===== src/rtl/vga_scan_engine.sv =====
// VGA raster scanner with two selectable timing sets, frame-boundary mode switching
// and a latency-matched flag pipeline that aligns syncs with renderer data.
package vga_pkg;
  typedef struct packed {
    logic [15:0] h_vis;
    logic [15:0] h_fp;
    logic [15:0] h_sync;
    logic [15:0] h_bp;
    logic [15:0] v_vis;
    logic [15:0] v_fp;
    logic [15:0] v_sync;
    logic [15:0] v_bp;
    logic        h_sync_active_low;
    logic        v_sync_active_low;
  } vga_params_t;

  localparam vga_params_t VGA_640X480_60 = '{
    h_vis: 16'd640, h_fp: 16'd16, h_sync: 16'd96, h_bp: 16'd48,
    v_vis: 16'd480, v_fp: 16'd10, v_sync: 16'd2,  v_bp: 16'd33,
    h_sync_active_low: 1'b1, v_sync_active_low: 1'b1
  };
endpackage

module vga_scan_engine #(
  parameter vga_pkg::vga_params_t params     = vga_pkg::VGA_640X480_60,
  parameter vga_pkg::vga_params_t params_alt = params,
  parameter int COLOR_BITS = 12,
  parameter int LATENCY    = 2,
  localparam int H_VIS_MAX = (int'(params.h_vis) > int'(params_alt.h_vis)) ?
                             int'(params.h_vis) : int'(params_alt.h_vis),
  localparam int V_VIS_MAX = (int'(params.v_vis) > int'(params_alt.v_vis)) ?
                             int'(params.v_vis) : int'(params_alt.v_vis),
  localparam int X_BITS = (H_VIS_MAX > 1) ? $clog2(H_VIS_MAX) : 1,
  localparam int Y_BITS = (V_VIS_MAX > 1) ? $clog2(V_VIS_MAX) : 1
) (
  input  logic                  VGA_clk,
  input  logic                  reset,
  input  logic                  mode_sel,
  output logic [X_BITS-1:0]     pixel_x_req,
  output logic [Y_BITS-1:0]     pixel_y_req,
  output logic                  req_valid,
  input  logic [COLOR_BITS-1:0] pixel_data_in,
  output logic [COLOR_BITS-1:0] rgb_out,
  output logic                  h_sync,
  output logic                  v_sync,
  output logic                  video_on,
  output logic                  line_start,
  output logic                  frame_start,
  output logic                  active_mode,
  output logic [15:0]           frame_count
);
  localparam int H_TOT0 = int'(params.h_vis) + int'(params.h_fp) + int'(params.h_sync) + int'(params.h_bp);
  localparam int H_TOT1 = int'(params_alt.h_vis) + int'(params_alt.h_fp) + int'(params_alt.h_sync) + int'(params_alt.h_bp);
  localparam int V_TOT0 = int'(params.v_vis) + int'(params.v_fp) + int'(params.v_sync) + int'(params.v_bp);
  localparam int V_TOT1 = int'(params_alt.v_vis) + int'(params_alt.v_fp) + int'(params_alt.v_sync) + int'(params_alt.v_bp);
  localparam int H_TOT_MAX = (H_TOT0 > H_TOT1) ? H_TOT0 : H_TOT1;
  localparam int V_TOT_MAX = (V_TOT0 > V_TOT1) ? V_TOT0 : V_TOT1;
  localparam int HW = (H_TOT_MAX > 1) ? $clog2(H_TOT_MAX) : 1;
  localparam int VW = (V_TOT_MAX > 1) ? $clog2(V_TOT_MAX) : 1;
  // One spare bit so visible/sync bounds equal to 2^HW still compare correctly
  localparam int HC = HW + 1;
  localparam int VC = VW + 1;

  localparam logic [HC-1:0] H_LAST [2] = '{HC'(H_TOT0 - 1), HC'(H_TOT1 - 1)};
  localparam logic [VC-1:0] V_LAST [2] = '{VC'(V_TOT0 - 1), VC'(V_TOT1 - 1)};
  localparam logic [HC-1:0] H_VIS  [2] = '{HC'(int'(params.h_vis)), HC'(int'(params_alt.h_vis))};
  localparam logic [VC-1:0] V_VIS  [2] = '{VC'(int'(params.v_vis)), VC'(int'(params_alt.v_vis))};
  localparam logic [HC-1:0] H_SS   [2] = '{HC'(int'(params.h_vis) + int'(params.h_fp)),
                                           HC'(int'(params_alt.h_vis) + int'(params_alt.h_fp))};
  localparam logic [HC-1:0] H_SE   [2] = '{HC'(int'(params.h_vis) + int'(params.h_fp) + int'(params.h_sync)),
                                           HC'(int'(params_alt.h_vis) + int'(params_alt.h_fp) + int'(params_alt.h_sync))};
  localparam logic [VC-1:0] V_SS   [2] = '{VC'(int'(params.v_vis) + int'(params.v_fp)),
                                           VC'(int'(params_alt.v_vis) + int'(params_alt.v_fp))};
  localparam logic [VC-1:0] V_SE   [2] = '{VC'(int'(params.v_vis) + int'(params.v_fp) + int'(params.v_sync)),
                                           VC'(int'(params_alt.v_vis) + int'(params_alt.v_fp) + int'(params_alt.v_sync))};
  localparam logic H_AL [2] = '{params.h_sync_active_low, params_alt.h_sync_active_low};
  localparam logic V_AL [2] = '{params.v_sync_active_low, params_alt.v_sync_active_low};

  localparam int F_VIS = 0;
  localparam int F_HS  = 1;
  localparam int F_VS  = 2;
  localparam int F_LS  = 3;
  localparam int F_FS  = 4;
  localparam logic [4:0] IDLE_FLAGS = {1'b0, 1'b0, params.v_sync_active_low, params.h_sync_active_low, 1'b0};

  if (LATENCY < 1 || LATENCY > 4) begin : g_bad_latency
    $error("vga_scan_engine: LATENCY must be in 1..4");
  end
  if (int'(params.h_vis) > (1 << X_BITS) || int'(params_alt.h_vis) > (1 << X_BITS)) begin : g_bad_width
    $error("vga_scan_engine: visible width exceeds pixel_x_req range");
  end

  logic [HW-1:0]         h_q, h_d;
  logic [VW-1:0]         v_q, v_d;
  logic                  mode_q, mode_d;
  logic [15:0]           fc_q, fc_d;
  logic [4:0]            pipe_q [LATENCY+1];
  logic [4:0]            pipe_d [LATENCY+1];
  logic [COLOR_BITS-1:0] rgb_q, rgb_d;
  logic [HC-1:0]         h_ext;
  logic [VC-1:0]         v_ext;
  logic                  last_h, last_v, in_h_vis, in_v_vis, hs_pulse, vs_pulse;

  always_comb begin
    h_ext    = {1'b0, h_q};
    v_ext    = {1'b0, v_q};
    last_h   = (h_ext == H_LAST[mode_q]);
    last_v   = (v_ext == V_LAST[mode_q]);
    in_h_vis = (h_ext < H_VIS[mode_q]);
    in_v_vis = (v_ext < V_VIS[mode_q]);
    hs_pulse = (h_ext >= H_SS[mode_q]) && (h_ext < H_SE[mode_q]);
    vs_pulse = (v_ext >= V_SS[mode_q]) && (v_ext < V_SE[mode_q]);

    h_d    = last_h ? '0 : h_q + HW'(1);
    v_d    = v_q;
    mode_d = mode_q;
    fc_d   = fc_q;
    if (last_h) begin
      v_d = last_v ? '0 : v_q + VW'(1);
      // mode_sel only matters on the final cycle of a frame
      if (last_v) begin
        mode_d = mode_sel;
        fc_d   = fc_q + 16'd1;
      end
    end

    req_valid   = in_h_vis & in_v_vis;
    pixel_x_req = req_valid ? h_q[X_BITS-1:0] : '0;
    pixel_y_req = req_valid ? v_q[Y_BITS-1:0] : '0;

    // Sync levels are polarity-resolved here so queued pixels keep their mode's polarity
    pipe_d[0]        = 5'b0;
    pipe_d[0][F_VIS] = req_valid;
    pipe_d[0][F_HS]  = hs_pulse ^ H_AL[mode_q];
    pipe_d[0][F_VS]  = vs_pulse ^ V_AL[mode_q];
    pipe_d[0][F_LS]  = (h_q == '0);
    pipe_d[0][F_FS]  = (h_q == '0) && (v_q == '0);
    for (int i = 1; i <= LATENCY; i++) begin
      pipe_d[i] = pipe_q[i-1];
    end

    rgb_d = pipe_q[LATENCY-1][F_VIS] ? pixel_data_in : '0;
  end

  always_ff @(posedge VGA_clk) begin
    if (reset) begin
      h_q    <= '0;
      v_q    <= '0;
      mode_q <= 1'b0;
      fc_q   <= '0;
      rgb_q  <= '0;
      for (int i = 0; i <= LATENCY; i++) begin
        pipe_q[i] <= IDLE_FLAGS;
      end
    end else begin
      h_q    <= h_d;
      v_q    <= v_d;
      mode_q <= mode_d;
      fc_q   <= fc_d;
      rgb_q  <= rgb_d;
      for (int i = 0; i <= LATENCY; i++) begin
        pipe_q[i] <= pipe_d[i];
      end
    end
  end

  assign rgb_out     = rgb_q;
  assign video_on    = pipe_q[LATENCY][F_VIS];
  assign h_sync      = pipe_q[LATENCY][F_HS];
  assign v_sync      = pipe_q[LATENCY][F_VS];
  assign line_start  = pipe_q[LATENCY][F_LS];
  assign frame_start = pipe_q[LATENCY][F_FS];
  assign active_mode = mode_q;
  assign frame_count = fc_q;
endmodule


===== config.mk =====
export PLATFORM = sky130hd
export DESIGN_NAME = vga_scan_engine
export DESIGN_NICKNAME = d
export VERILOG_FILES = /design/src/rtl/vga_scan_engine.sv
export SDC_FILE = /design/constraint.sdc
export NUM_CORES = 1
export LEC_CHECK = 0
export CAP_MARGIN = 20
export CORE_ASPECT_RATIO = 0.8
export CORE_MARGIN = 2
export CORE_UTILIZATION = 59
export CTS_CLUSTER_SIZE = 40
export DETAILED_ROUTE_END_ITERATION = 8
export DONT_BUFFER_PORTS = 1
export PLACE_DENSITY = 0.79
export SYNTH_ARGS = -nofsm -noshare
export SYNTH_HDL_FRONTEND = slang
export SYNTH_SLANG_ARGS = --single-unit

===== constraint.sdc =====
create_clock -name VGA_clk -period 6.55 [get_ports VGA_clk]
set_clock_uncertainty 0.15 [all_clocks]
set_input_delay 0.9825 -clock VGA_clk [delete_from_list [all_inputs] [get_ports VGA_clk]]
set_output_delay 0.9825 -clock VGA_clk [all_outputs]
set_load 0.01 [all_outputs]

==> impl_metrics.ini <==
[status]
outcome = finished, final reports clean

[global_routing]
antenna_found_initial = 0
grt_overflow = 0
grt_max_degree = 40
first_global_vias = 1912
grt_pass1_wl_um = 8956
grtUsageTotal_pct = 22.58

[clock_tree]
root_buffer = clkbuf_8
clockBufferDepth = 2
cts_tree = done
cts_setup_buffers = 0
holdBufCountCts = 0
clk_pin_slew_ps = 70
cts_buffers = 9
worst_skew_pair.late_latency_ps = 340
cts-htree-levels = 3
ctsResizeCount = 0
clkSinkCount = 64

[sta]
finalCritPeriodShare_pct = 45.58
tightest_slew_ps = 609.1
hold_ws_ps = 255.5
maxSlewHeadroom_pct = 59.31
fmax_mhz = 334.9
rsz0062_at_grt = no
slew_viol_final = 0
tns_ps = 0
hold_violations = 0
setup_viol = 0
period_minus_slack_ps = 2986

[worst_setup_path]
critPathKind = register to output port
worst-path-buf-inv = 0
crit_arrival_ps = 1850
critPathRequiredTime_ps = 5420
slowest_delay_ps = 550
startpoint_type = register
crit_slowest_cell = and3b_1
worstPathMaxFanout = 21
path_cells = and3_1 > nand2_1 > and3b_1 > and2_1
crit_family = simple AND/OR/NAND/NOR gates
end_kind = output port

[synthesis]
synth-main-ff-cell = dfxtp_1
synth_async_sr_flop_share_pct = 0
synth_xor_xnor_area_share_pct = 3.876
synthMuxAreaShare_pct = 0.8306
synth_area_um2 = 2711
synth_top_family_by_area = simple AND/OR/NAND/NOR gates
synth_compound_area_share_pct = 8.860
syn_avg_cell_area_um2 = 9.129
syn_inst = 297
seq_area_frac_synth_pct = 47.25
synth_adder_area_share_pct = 2.307
synth_cell_types = 36
ys_ff_latch = 64
synth-simple-area-share_pct = 32.95
yosys_warnings = 0
synth_edf_count = 0
syn_nets = 317

[floorplan]
fp-row-count = 22
io_pins = 69
coreArea_um2 = 4514
floorplan.initialDensity_pct = 60.06
die_y_um = 64.64
die_w_um = 79.79
die-area_um2 = 5157

[cells_and_area]
layout_common_cells = dfxtp_1, and2_1, a21oi_1
multiInputGateArea_um2 = 1324
n_fill_cell = 391
syn_to_final_growth_pct = 7.614
drive_above_1_share_pct = 7.744
seqCellArea_um2 = 1281
antenna_cells = 0
fin_nets = 312
layout_commonest_cell = dfxtp_1

[route]
routedWlPerCell_um = 15.62
via_count = 2096
vias_per_cell = 5.871
drc = 0
drt-initial-drc-count = 144
antenna_left = 0
wl_um = 5578
dr.pass1.iters = 4

[job]
max_cap_viol_count = 0

[hold_path]
hold_class = register to register

[placed_design]
globalplace.congestion = 0.7834
hpwl_um = 3676
port_buffers = 0

[power]
ir_worst_vdd_mv = 0.1518
powerDensity_nw_per_um2 = 265.2
p_leak_nw = 1.099
layer usage:
metal / GRT usage, % / share of wire, % / vias to the layer above
li1: - / - / 1039
met1: 28.76 / 46 / 982
met2: 34.98 / 45 / 68
met3: 9.053 / 7.3 / 7
met4: 7.627 / 1.2 / 0
met5: 0 / 0 / -
power breakdown:
group | switching [W] | internal [W] | total, W
Sequential | 0.00000480 | 0.000396 | 0.000401
Combinational | 0.00000672 | 0.00000592 | 0.0000126
Clock | 0.000147 | 0.000213 | 0.000360
Total | 0.000159 | 0.000615 | 0.000774
area by class of cell:
type	count	share of cell area, %
inverters	7	0.9005
clock inverters	6	2.873
well taps	60	2.573
flip-flops and latches	64	43.91
clock buffers	10	4.374
multi-input cells	210	45.37
registers in the layout (all words and copies together), names as in the netlist:
| name | count |
|---|---|
| pipe_q | 15 |
| v_q | 10 |
| rgb_out | 12 |
| active_mode | 1 |
| frame_count | 16 |
| h_q | 10 |
Yosys cell counts, drive strengths merged, types with 2 or more instances:
library cell	number	area share, %
nand3	17	3.1
or2	4	0.92
nor2b	9	2.1
xnor2	3	0.97
nand2	10	1.4
a21oi	21	3.9
dfxtp	64	47
mux2	2	0.83
clkbuf	10	1.4
and3	13	3.0
and2	32	7.4
buf	6	1.6
o21ai	9	1.7
xor2	9	2.9
or4	12	3.3
inv	7	0.97
o31ai	11	3.0
and4	4	1.3
nor4	2	1.0
ha	5	2.3
or3	6	1.4
nor2	20	2.8
nor3	2	0.37
nand4	12	3.0
stage by stage:
step	util [%]	power, W	instance area (µm²)	cells	setup WS [ps]
2_1_floorplan	-	0.0004223	2711	297	4162
3_3_place_gp	59.95	0.0004220	2706	341	4012
3_5_place_dp	59.95	0.0004225	2706	341	3935
4_1_cts	64.63	0.0007807	2918	357	3552
5_1_grt	64.63	0.0008016	2918	357	3424
6_report	64.63	0.0007737	2918	357	3564
kinds of logic after synthesis:
kind of cell               count (synthesis)
adders and majority gates                  5
and+or+nand+nor                          149
xor gates and xnor gates                  12
DFF                                       64
buffers and inverters                     23
muxes                                      2
AOI/OAI and AO/OA                         42
path summary, 6_finish.rpt:
check / start / end / slack [ps] / cells after the start
max: v_q[6]$_SDFFE_PP0N_ / pixel_y_req[2] / 3560 / 4
min: pipe_q[0][1]$_SDFF_PP1_ / pipe_q[0][6]$_SDFF_PP1_ / 260 / 1
max reg2reg: h_q[0]$_SDFF_PP0_ / frame_count[12]$_SDFFE_PP0P_ / 4010 / 5
min reg2reg: pipe_q[0][1]$_SDFF_PP1_ / pipe_q[0][6]$_SDFF_PP1_ / 260 / 1
No activity file was read; power rests on OpenSTA's default activity.
